### config.mk
export PLATFORM = sky130hd
export DESIGN_NAME = uart_tx_fifo_flat
export DESIGN_NICKNAME = d
export VERILOG_FILES = /design/src/rtl/uart_tx_fifo_if.sv /design/src/rtl/uart_tx_fifo.sv /design/src/flat_wrapper.sv
export SDC_FILE = /design/constraint.sdc
export NUM_CORES = 1
export LEC_CHECK = 0
export ABC_AREA = 1
export BUFFER_PORTS_ARGS = -buffer_cell sky130_fd_sc_hd__buf_4
export CAP_MARGIN = 15
export CORE_MARGIN = 2
export CORE_UTILIZATION = 53
export DETAILED_ROUTE_END_ITERATION = 10
export GPL_ROUTABILITY_DRIVEN = 0
export GPL_TIMING_DRIVEN = 0
export PLACE_DENSITY = 0.78
export SYNTH_ARGS = -nofsm -noshare
export SYNTH_HDL_FRONTEND = slang
export SYNTH_SLANG_ARGS = --single-unit
### constraint.sdc
create_clock -name clk -period 3.1 [get_ports clk]
set_input_delay 0.155 -clock clk [delete_from_list [all_inputs] [get_ports clk]]
set_output_delay 0.155 -clock clk [all_outputs]
set_load 0.02 [all_outputs]
### src/rtl/uart_tx_fifo_if.sv
// rtl/uart_tx_fifo_if.sv - CPU-side register bus for the buffered UART transmitter
interface uart_tx_fifo_if #(
  parameter int RDATA_W = 64
);
  logic               cen;
  logic               wr;
  logic               addr;
  logic [7:0]         wdata;
  logic [RDATA_W-1:0] rdata;
  logic               error;

  modport master (output cen, wr, addr, wdata, input rdata, error);
  modport slave  (input cen, wr, addr, wdata, output rdata, error);
endinterface

### src/rtl/uart_tx_fifo.sv
// rtl/uart_tx_fifo.sv - FIFO-buffered 8N1 UART transmitter with a pollable status register
module uart_tx_fifo #(
  parameter int DEPTH        = 16,
  parameter int CLKS_PER_BIT = 4,
  parameter int RDATA_W      = 64
) (
  input  logic          clk,
  input  logic          rstn,
  uart_tx_fifo_if.slave bus,
  output logic          txd,
  output logic          busy
);
  localparam int AW = $clog2(DEPTH);
  localparam int BW = (CLKS_PER_BIT > 1) ? $clog2(CLKS_PER_BIT) : 1;
  localparam logic [BW-1:0] BAUD_LAST = BW'(CLKS_PER_BIT - 1);

  typedef enum logic [1:0] {IDLE, START, DATA, STOP} state_t;

  state_t             state;
  logic [7:0]         mem [DEPTH];
  logic [AW:0]        wr_ptr;
  logic [AW:0]        rd_ptr;
  logic [AW:0]        count;
  logic               empty;
  logic               full;
  logic               push;
  logic               pop;
  logic               bit_end;
  logic [7:0]         shreg;
  logic [BW-1:0]      baud_cnt;
  logic [2:0]         bit_idx;
  logic [RDATA_W-1:0] status;

  assign count   = wr_ptr - rd_ptr;
  assign empty   = (wr_ptr == rd_ptr);
  assign full    = (wr_ptr[AW] != rd_ptr[AW]) && (wr_ptr[AW-1:0] == rd_ptr[AW-1:0]);
  assign push    = bus.cen && bus.wr && !bus.addr && !full;
  assign pop     = (state == IDLE) && !empty;
  assign bit_end = (baud_cnt == BAUD_LAST);
  assign busy    = (state != IDLE) || !empty;

  // Full is judged on the pre-edge pointers, so a write while full is refused even if a pop lands this cycle.
  assign bus.error = bus.cen && ((bus.wr && (bus.addr || full)) || (!bus.wr && !bus.addr));

  always_comb begin
    status = '0;
    if (bus.cen && !bus.wr && bus.addr) begin
      status[0]    = empty;
      status[1]    = full;
      status[2]    = (state != IDLE);
      status[15:8] = 8'(count);
    end
  end
  assign bus.rdata = status;

  always_ff @(posedge clk) begin
    if (push) begin
      mem[wr_ptr[AW-1:0]] <= bus.wdata;
    end
  end

  always_ff @(posedge clk or negedge rstn) begin
    if (!rstn) begin
      wr_ptr <= '0;
      rd_ptr <= '0;
    end else begin
      if (push) begin
        wr_ptr <= wr_ptr + 1'b1;
      end
      if (pop) begin
        rd_ptr <= rd_ptr + 1'b1;
      end
    end
  end

  // txd is registered and set on each transition, so the line level always matches the state being entered.
  always_ff @(posedge clk or negedge rstn) begin
    if (!rstn) begin
      state    <= IDLE;
      txd      <= 1'b1;
      shreg    <= '0;
      baud_cnt <= '0;
      bit_idx  <= '0;
    end else begin
      case (state)
        IDLE: begin
          txd <= 1'b1;
          if (!empty) begin
            shreg    <= mem[rd_ptr[AW-1:0]];
            baud_cnt <= '0;
            txd      <= 1'b0;
            state    <= START;
          end
        end
        START: begin
          if (bit_end) begin
            baud_cnt <= '0;
            bit_idx  <= '0;
            txd      <= shreg[0];
            state    <= DATA;
          end else begin
            baud_cnt <= baud_cnt + 1'b1;
          end
        end
        DATA: begin
          if (bit_end) begin
            baud_cnt <= '0;
            shreg    <= {1'b0, shreg[7:1]};
            if (bit_idx == 3'd7) begin
              txd   <= 1'b1;
              state <= STOP;
            end else begin
              bit_idx <= bit_idx + 3'd1;
              txd     <= shreg[1];
            end
          end else begin
            baud_cnt <= baud_cnt + 1'b1;
          end
        end
        STOP: begin
          txd <= 1'b1;
          if (bit_end) begin
            baud_cnt <= '0;
            state    <= IDLE;
          end else begin
            baud_cnt <= baud_cnt + 1'b1;
          end
        end
        default: begin
          txd   <= 1'b1;
          state <= IDLE;
        end
      endcase
    end
  end
endmodule

### src/flat_wrapper.sv
// flat-port wrapper written by rule: the top's interface ports become plain ports
module uart_tx_fifo_flat 
#(
  parameter int DEPTH        = 16,
  parameter int CLKS_PER_BIT = 4,
  parameter int RDATA_W      = 64
)
  (clk, rstn, txd, busy, bus_cen, bus_wr, bus_addr, bus_wdata, bus_rdata, bus_error);
  uart_tx_fifo_if #(.RDATA_W(RDATA_W)) bus_i ();
  input  logic clk;
  input  logic rstn;
  output logic txd;
  output logic busy;
  input wire logic [$bits(bus_i.cen)-1:0] bus_cen;
  input wire logic [$bits(bus_i.wr)-1:0] bus_wr;
  input wire logic [$bits(bus_i.addr)-1:0] bus_addr;
  input wire logic [$bits(bus_i.wdata)-1:0] bus_wdata;
  output wire logic [$bits(bus_i.rdata)-1:0] bus_rdata;
  output wire logic [$bits(bus_i.error)-1:0] bus_error;
  assign bus_i.cen = bus_cen;
  assign bus_i.wr = bus_wr;
  assign bus_i.addr = bus_addr;
  assign bus_i.wdata = bus_wdata;
  assign bus_rdata = bus_i.rdata;
  assign bus_error = bus_i.error;
  uart_tx_fifo #(.DEPTH(DEPTH), .CLKS_PER_BIT(CLKS_PER_BIT), .RDATA_W(RDATA_W)) u_core (.clk(clk), .rstn(rstn), .bus(bus_i), .txd(txd), .busy(busy));
endmodule
==> results of run 1 <==
==> layer usage <==
| layer | global-route usage [%] | share of wire (%) |
|---|---|---|
| met2 | 36.9 | 49 |
| met5 | 0 | 0 |
| met3 | 4.66 | 9.1 |
| met4 | 12.0 | 3.2 |
| met1 | 29.2 | 39 |
==> state kept, by name (all words and copies together) (netlist names) <==
| register | count |
|---|---|
| u_core.shreg | 8 |
| u_core.baud_cnt | 2 |
| u_core.state | 2 |
| u_core.txd | 1 |
| u_core.mem | 128 |
| u_core.bit_idx | 3 |
| u_core.wr_ptr | 5 |
| u_core.rd_ptr | 5 |
==> where the power goes <==
group	total (mW)	internal [mW]	switching, mW
clock	2.09	1.33	0.760
combinational	2.91	0.968	1.95
sequential	2.61	2.46	0.149
total	7.62	4.76	2.85
==> cell families after synthesis <==
group	Yosys count	share of synthesized area, %
fa+ha+maj	18	3.07
xor+xnor	10	1.26
compound gates	28	1.92
flops	154	59.4
simple gates	379	21.0
other cells	1	0.0495
buf+inv	198	13.4
==> cell usage in the layout, fill, tap and decap left out, types with 4 or more instances in the layout <==
cell type	count
nand2_1	220
edfxtp_1	128
inv_1	109
nand3_1	92
buf_4	84
conb_1	56
nor2_1	41
dfrtp_1	25
ha_1	17
clkbuf_16	17
a21oi_1	15
buf_2	15
nor2_2	14
o21ai_0	11
xor2_1	8
clkbuf_1	7
inv_2	5
bufinv_16	4
==> worst reg2reg max path: stages, from the launching register on <==
cell and delay [ns]:
dfrtp_1 0.37, buf_2 0.20, inv_2 0.17, buf_2 0.29
ha_1 0.29, nand2_1 0.12, nor3_4 0.06, nand2_1 0.11
nand2_2 0.13, inv_2 0.11, nand2_1 0.18, nor2_1 0.66
==> area by class of cell <==
class                           instances  area, sq um  share of cell area [%]
Timing Repair Buffer                   24          183                    2.08
Tap cell                              180          225                    2.56
Sequential cell                       154         4500                    51.1
Clock inverter                         10          150                    1.71
Clock buffer                           21          440                    5.00
Buffer                                 83          579                    6.58
Multi-Input combinational cell        491         2300                    26.1
Inverter                              115          432                    4.90
==> cell usage after synthesis <==
cell type	n
nand2_1	220
edfxtp_1	128
inv_1	109
nand3_1	92
buf_4	61
nor2_1	52
dfrtp_1	25
ha_1	17
a21oi_1	15
buf_2	15
o21ai_0	11
xor2_1	8
inv_2	5
clkbuf_1	3
nor2_2	3
nor3_1	3
buf_6	2
nand2_2	2
nand4_1	2
o211ai_1	2
and3_1	1
clkbuf_2	1
clkbuf_4	1
clkinv_1	1
conb_1	1
dfstp_2	1
fa_1	1
nand3_2	1
nor3_4	1
nor3b_1	1
or2_2	1
xnor2_1	1
xnor2_2	1
==> metrics by stage <==
| step | power (mW) | cells | hold slack (ns) | instance area [sq um] |
|---|---|---|---|---|
| after floorplan | 4.70 | 843 | -0.141 | 7780 |
| after global placement | 5.42 | 1046 | 0.0812 | 8170 |
| after detailed placement | 5.48 | 1046 | 0.0810 | 8170 |
| after CTS | 7.58 | 1078 | 0.0550 | 8770 |
| after global routing | 8.09 | 1078 | 0.0678 | 8800 |
| final | 7.62 | 1078 | 0.0665 | 8800 |
==> worst paths after layout <==
path	start	endpoint	slack [ns]	cells after the start
max	u_core.rd_ptr[1]	u_core.mem[9][0]	0.04	11
min	bus_wdata[1]	u_core.mem[9][1]	0.07	1
max reg2reg	u_core.rd_ptr[1]	u_core.mem[9][0]	0.04	11
min reg2reg	u_core.txd	u_core.txd	0.47	2
max in group asynchronous	rstn	u_core.txd	2.64	2
min in group asynchronous	rstn	u_core.shreg[1]	0.17	2
==> timing repair <==
action,CTS,global route
hold buffers,1,0
gates resized for setup,0,11
hold endpoints to repair,26,0
endpoints found under the setup margin,0,120
==> out/results.tsv, run 1 <==
stage	metric	value	unit
sta	slew_viol_final	0	
critical_path	criticalPathCategory	flip-flop to flip-flop	
critical_path	cp-start-kind	flip-flop	
synthesis	synthDistinctLibCells	33	
grt	grt_use_total	22.9	%
critical_path	cpPeakStageDelay	0.66	ns
route	wirelength	16100	um
sta	fin_ws	0.0396	ns
layout	antenna_cells	0	
pwr	peakVddDrop	465	uV
run_status	status	finished clean	
clock_network	clkTransAtPathRegs	0.06	ns
synthesis	syn-cell-area	7570	sq um
layout	nNetsFinal	917	
synthesis	syn-instance-count	788	
pwr	p_per_area	865	nW/um^2
layout	drive_gt1_share	17.1	%
sta	rsz0062_at_grt	yes	
route	first_pass_iters	5	
critical_path	worstPathMaxFanout	11	
grt	grt_max_degree	27	
die	fp.coreArea	13900	sq um
synthesis	yosysSeqAreaShare	59.4	%
job	max_cap_viol_count	0	
sta	worstMarginPinSlew	0.785	ns
sta	setup_viol	0	
critical_path	crit_arrival	3.11	ns
grt	grt_pass1_wl	25100	um
hold_path	min_path_type	input pin to flip-flop	
sta	tns	0	ns
sta	relSlewSlack	47.5	%
layout	finish.utilization	63.2	%
critical_path	cp_top_family	simple AND/OR/NAND/NOR gates	
sta	skew	0.00726	ns
route	num_vias	5353	
sta	period_needed	3.06	ns
synthesis	ys_ff_latch	154	
clock_network	cts_setup_buffers	0	
die	die-area	15300	sq um
critical_path	cp_slowest_cell	nor2_1	
synthesis	yosys_warnings	0	
clock_network	cts_root_buf	clkbuf_16	
layout	num-fill-cells	1113	
die	dieHeight	124	um
clock_network	insertion_delay	0.43	ns
critical_path	end_kind	flip-flop	
synthesis	yosys.area.top_type	edfxtp_1	
clock_network	clockBufferDepth	2	
route	routed_via_density	4.97	
synthesis	synth.top_cell.area_share	50.8	%
clock_network	htree_levels	4	
die	io_pins	80	
route	drc	0	
critical_path	required	3.15	ns
critical_path	path_cells	buf_2, inv_2, buf_2, ha_1, nand2_1, nor3_4, nand2_1, nand2_2, inv_2, nand2_1, nor2_1	
critical_path	crit_buf_inv	4	
placement	dp_slack	0.0164	ns
clock_network	numCtsBuffers	17	
critical_path	critPathMostFrequentCell	nand2_1	
layout	area_growth	16.3	%
clock_network	tritoncts	built	
placement	dp_hpwl	10900	um
die	die_w	124	um
synthesis	synth.area.top_cells	edfxtp_1 (51%), nand2_1 (11%), dfrtp_1 (8.3%), nand3_1 (6.1%), buf_4 (6.0%)	
sta	post-route-period-util	98.7	%
pwr	p_leak	4.11	nW
grt	grt_pass1_vias	4952	
sta	hold_viol_final	0	
route	drt-wirelength-per-cell	14.9	um
sta	fmax	327	MHz
die	initial_utilization	54.3	%
route	initialDrtViolationCount	482	
placement	io_buffers	23	
route	drtAntennaViolNets	0	
grt	grt-ovfl-total	0	
grt	antenna_found_initial	0	
synthesis	postSynthAreaPerCell	9.61	sq um
clock_network	clkSinkCount	154	
die	fp-row-count	43	
Note: power is estimated with default switching activity, not from simulation.
==> inputs of run 2 (changes only) <==
- CORE_UTILIZATION: 53 -> 35
- PLACE_DENSITY: 0.78 -> 0.57
==> run 2 against run 1 <==
Sequential cell count unchanged; global-route usage decreased by 7.0 points; clock skew increased by 0.0015 ns; clock-buffer cell count decreased by 2; clock power increased by 7%; critical path depth unchanged; first-iteration DRC count decreased by 5.6%; critical endpoint is now u_core.mem[13][3].
==> out/results.tsv, run 2 (synthesis results as in run 1) <==
stage	metric	value	unit
critical_path	cp-startpoint	u_core.rd_ptr[1]	
sta	post-route-period-util	99.7	%
die	io_pins	80	
hold_path	min_from	bus_wdata[7]	
pwr	combPwrFrac	37.8	%
critical_path	timing.rr.start	u_core.rd_ptr[1]	
clock_network	insertion_delay	0.43	ns
placement	dp_hpwl	11700	um
pwr	internal_power	4.85	mW
sta	hold_viol_final	0	
grt	grt_pass1_wl	26400	um
sta	tns	0	ns
pwr	p_seq_share	33.5	%
pwr	peakVddDrop	433	uV
grt	antenna_found_initial	0	
run_status	status	finished clean	
grt	grt_use_total	15.8	%
pwr	p_per_area	867	nW/um^2
layout	layout_commonest_cell	nand2_1	
sta	setup_viol	0	
layout	largest_register_ffs	128	
pwr	switchingPower	2.93	mW
sta	relSlewSlack	51.5	%
sta	worstMarginPinSlew	0.724	ns
clock_network	clkSinkCount	154	
critical_path	cp-start-kind	flip-flop	
sta	skew	0.00875	ns
layout	nNetsFinal	917	
pwr	swShare	37.6	%
clock_network	cts_root_buf	clkbuf_16	
grt	grt_pass1_vias	4832	
route	initialDrtViolationCount	455	
critical_path	crit_arrival	3.15	ns
sta	rsz0062_at_grt	yes	
layout	layout_common_cells	nand2_1 (220), edfxtp_1 (128), inv_1 (109)	
die	initial_utilization	35.8	%
critical_path	crit_end	u_core.mem[13][3]	
die	fp.coreArea	21200	sq um
pwr	clkPwrFrac	28.7	%
route	drc	0	
clock_network	tritoncts	built	
sta	fmax	324	MHz
job	max_cap_viol_count	0	
layout	drive_gt1_share	17.7	%
critical_path	ff2ff_setup_slack	0.01	ns
route	drtAntennaViolNets	0	
critical_path	rr_endpoint	u_core.mem[13][3]	
clock_network	numCtsBuffers	17	
placement	placed_area	8290	sq um
route	drt-wirelength-per-cell	14.5	um
layout	area_growth	18.5	%
clock_network	cts_setup_buffers	0	
sta	slew_viol_final	0	
sta	period_needed	3.09	ns
clock_network	clkTransAtPathRegs	0.06	ns
route	wirelength	17000	um
route	num_vias	5183	
critical_path	criticalPathCategory	flip-flop to flip-flop	
pwr	p_leak	4.12	nW
critical_path	r2r_cells	11	
layout	fin_cells	1174	
die	fp-row-count	53	
grt	grt-ovfl-total	0	
grt	grt_max_degree	27	
die	die-area	22800	sq um
critical_path	end_kind	flip-flop	
layout	antenna_cells	0	
placement	placed_cells	1141	
route	first_pass_iters	5	
route	routed_via_density	4.41	
placement	io_buffers	23	
critical_path	worstPathMaxFanout	11	
critical_path	required	3.16	ns
sta	whs	0.0730	ns
hold_path	min_path_type	input pin to flip-flop	
die	dieHeight	151	um
die	die_w	151	um
layout	final_cell_area	8970	sq um
clock_network	clockBufferDepth	2	
clock_network	htree_levels	4	
## run 2: cell count changes in the layout (fill, tap and decap cells not counted)
cell / previous run / this run
clkinvlp_4: 1 / 3
clkinv_4: 0 / 1
nor2_4: 0 / 1
clkinv_1: 3 / 2
clkbuf_1: 7 / 5
nor2_1: 41 / 40
bufinv_16: 4 / 5
## run 2: layout make-up
type	count	area, sq um
buffer	83	579
clock buffer	19	433
clock inverter	13	200
fill	2043	12200
inverter	115	432
multi-input combinational	491	2300
sequential	154	4500
tap	275	344
timing repair buffer	24	183
## run 2: power groups by stage
| stage | logic, mW | clock network [mW] | registers (mW) |
|---|---|---|---|
| 2_1_floorplan | 2.08 | 0 | 2.62 |
| 3_3_place_gp | 2.87 | 0 | 2.65 |
| 6_report | 2.94 | 2.23 | 2.61 |
| 5_1_grt | 3.35 | 2.34 | 2.64 |
| 3_5_place_dp | 2.91 | 0 | 2.65 |
| 4_1_cts | 2.93 | 2.26 | 2.61 |
## run 2: repair_timing
| action | 4_1_cts | 5_1_grt |
|---|---|---|
| hold buffers | 1 | 0 |
| cloned | 0 | 0 |
| endpoints found under the hold margin | 26 | 0 |
| setup endpoints to repair | 40 | 112 |
| gates resized for setup | 3 | 10 |
## run 2: metrics by stage
step	power, mW	utilization, %	setup WS (ns)
after floorplan	4.70	-	0.758
after global placement	5.52	39.2	-0.0741
after detailed placement	5.56	39.2	-0.0805
after CTS	7.80	42.3	-0.106
after global routing	8.33	42.4	-0.214
final	7.78	42.4	0.0107
## run 2: how the worst min path moves through the flow
stage / to / slack [ns] / cells after the start
floorplan: u_core.baud_cnt[0] / -0.14 / 0
global placement: u_core.bit_idx[1] / 0.09 / 1
detailed placement: u_core.baud_cnt[0] / 0.09 / 1
CTS: u_core.mem[9][7] / 0.06 / 1
global route: u_core.mem[6][4] / 0.07 / 1
finish: u_core.mem[9][7] / 0.07 / 1
## run 2: worst max-delay path: stages (launching register included)
cell and delay (ns):
dfrtp_1 0.39, buf_2 0.20, inv_2 0.17, buf_2 0.30
ha_1 0.29, nand2_1 0.12, nor3_4 0.06, nand2_1 0.12
nand2_2 0.13, inv_2 0.11, nand2_1 0.19, nor2_1 0.62
## run 2: per-layer routing
layer	track usage, %	wire length (um)	part of all wire, %
met1	21.0	7690	45
met2	25.5	7870	46
met3	3.16	1080	6.4
met4	6.45	361	2.1
met5	0	0	0
==> inputs of run 3 (changes only) <==
- GPL_ROUTABILITY_DRIVEN: 0 -> 1
- PLACE_DENSITY: 0.57 -> 0.59
- clock period: 3.1 -> 2.7 ns (I/O delays scaled with it)
==> run 3 against run 2 <==
First-iteration DRC count increased by 13%; critical path depth decreased by 1; highest routed layer unchanged; global-route usage decreased by 0.49 points; via count increased by 0.93%; sequential cell count unchanged; clock power increased by 5%; routed wire length decreased by 2.5%.
==> out/results.tsv, run 3 (synthesis results as in run 1) <==
stage	metric	value	unit
die	die-area	22800	sq um
route	drtAntennaViolNets	0	
sta	hold_viol_final	0	
grt	grt_pass1_vias	4952	
layout	num-fill-cells	2021	
critical_path	criticalPathCategory	flip-flop to flip-flop	
critical_path	required	2.80	ns
job	max_cap_viol_count	0	
layout	fin_cells	1176	
die	initial_utilization	35.8	%
sta	worstMarginPinSlew	0.569	ns
placement	dp_hpwl	11400	um
grt	grt_max_degree	27	
layout	drive_gt1_share	18.6	%
critical_path	crit_arrival	2.62	ns
pwr	total_power	8.77	mW
die	io_pins	80	
pwr	p_leak	4.14	nW
critical_path	end_kind	flip-flop	
pwr	peakVddDrop	614	uV
sta	rsz0062_at_grt	no	
critical_path	r2r_cells	10	
layout	layout_commonest_cell	nand2_1	
pwr	clkPwrFrac	26.7	%
clock_network	htree_levels	4	
pwr	p_per_area	964	nW/um^2
grt	grt_pass1_wl	26000	um
sta	slew_viol_final	0	
sta	whs	0.0598	ns
route	drt-wirelength-per-cell	14.1	um
route	first_pass_iters	5	
layout	area_growth	20.2	%
route	drc	0	
placement	gp_congestion	0.863	
clock_network	insertion_delay	0.42	ns
die	dieHeight	151	um
grt	grt-ovfl-total	0	
pwr	switchingPower	3.38	mW
clock_network	clkSinkCount	154	
pwr	p_seq_share	34.1	%
hold_path	min_path_type	input pin to flip-flop	
sta	setup_viol	0	
placement	placed_cells	1141	
layout	largest_register_ffs	128	
critical_path	cp-start-kind	flip-flop	
die	fp-row-count	53	
clock_network	clkTransAtPathRegs	0.06	ns
clock_network	cts_root_buf	clkbuf_16	
clock_network	numCtsBuffers	17	
placement	io_buffers	23	
sta	post-route-period-util	93.3	%
die	die_w	151	um
layout	nNetsFinal	920	
sta	relSlewSlack	62.0	%
grt	grt_use_total	15.4	%
route	initialDrtViolationCount	514	
route	wirelength	16600	um
clock_network	clockBufferDepth	2	
layout	antenna_cells	0	
critical_path	worstPathMaxFanout	17	
clock_network	tritoncts	built	
grt	antenna_found_initial	0	
layout	finish.utilization	43.0	%
route	routed_via_density	4.45	
route	num_vias	5231	
hold_path	whs_path_depth	1	
sta	period_needed	2.52	ns
sta	skew	0.00792	ns
pwr	swShare	38.6	%
layout	layout_common_cells	nand2_1 (217), edfxtp_1 (128), inv_1 (109)	
die	fp.coreArea	21200	sq um
pwr	internal_power	5.39	mW
sta	fmax	397	MHz
run_status	status	finished clean	
pwr	combPwrFrac	39.2	%
[run 3: power by group through the flow]
stage / registers [mW] / clock network, mW / logic (mW)
global placement: 3.04 / 0 / 3.28
global route: 3.03 / 2.48 / 3.88
floorplan: 3.01 / 0 / 2.39
CTS: 2.99 / 2.38 / 3.43
detailed placement: 3.04 / 0 / 3.33
finish: 2.99 / 2.34 / 3.43
[run 3: repair_timing]
action / in CTS / in global routing
hold buffers: 1 / 0
pin swaps: 8 / 0
buffers inserted: 5 / 0
hold endpoints to repair: 26 / 0
setup endpoints to repair: 121 / 116
resized for setup: 33 / 2
[run 3: final timing paths]
path / start / to / slack, ns
worst max-delay path: u_core.rd_ptr[1] / u_core.mem[14][3] / 0.18
worst min register to register: u_core.txd / u_core.txd / 0.47
min in group asynchronous: rstn / u_core.rd_ptr[4] / 0.16
max in group asynchronous: rstn / u_core.txd / 2.24
worst min-delay path: bus_wdata[1] / u_core.mem[2][1] / 0.06
worst max register to register: u_core.rd_ptr[1] / u_core.mem[14][3] / 0.18
[run 3: through the flow]
stage / setup WS (ns) / TNS [ns] / cell area (sq um)
floorplan: 0.358 / 0 / 7780
global placement: -0.456 / -39.64 / 8290
detailed placement: -0.445 / -41.85 / 8290
CTS: 0.0622 / 0 / 9100
global route: 0.0211 / 0 / 9100
finish: 0.181 / 0 / 9100
[run 3: layout make-up]
type	instances	area, sq um	area share, %
Sequential cell	154	4500	49.4
Multi-Input combinational cell	491	2390	26.3
Buffer	81	571	6.27
Inverter	115	434	4.77
Clock buffer	17	425	4.68
Tap cell	275	344	3.78
Timing Repair Buffer	29	283	3.11
Clock inverter	14	156	1.72
[run 3: critical path: stages (launching register included)]
cell	delay, ns
dfrtp_1	0.36
buf_2	0.25
inv_4	0.15
ha_1	0.33
nand2_1	0.12
nor3_4	0.06
nand2_1	0.13
nand2_2	0.13
inv_2	0.13
nand2_2	0.19
nor2_4	0.32
[run 3: metal layers]
layer / part of all wire (%) / wire length, um / global-route usage (%) / vias to the layer above
li1: - / - / - / 2620
met3: 6.5 / 1070 / 3.22 / 23
met1: 44 / 7330 / 20.3 / 2415
met4: 1.9 / 319 / 5.65 / 0
met5: 0 / 0 / 0 / -
met2: 47 / 7870 / 25.0 / 173
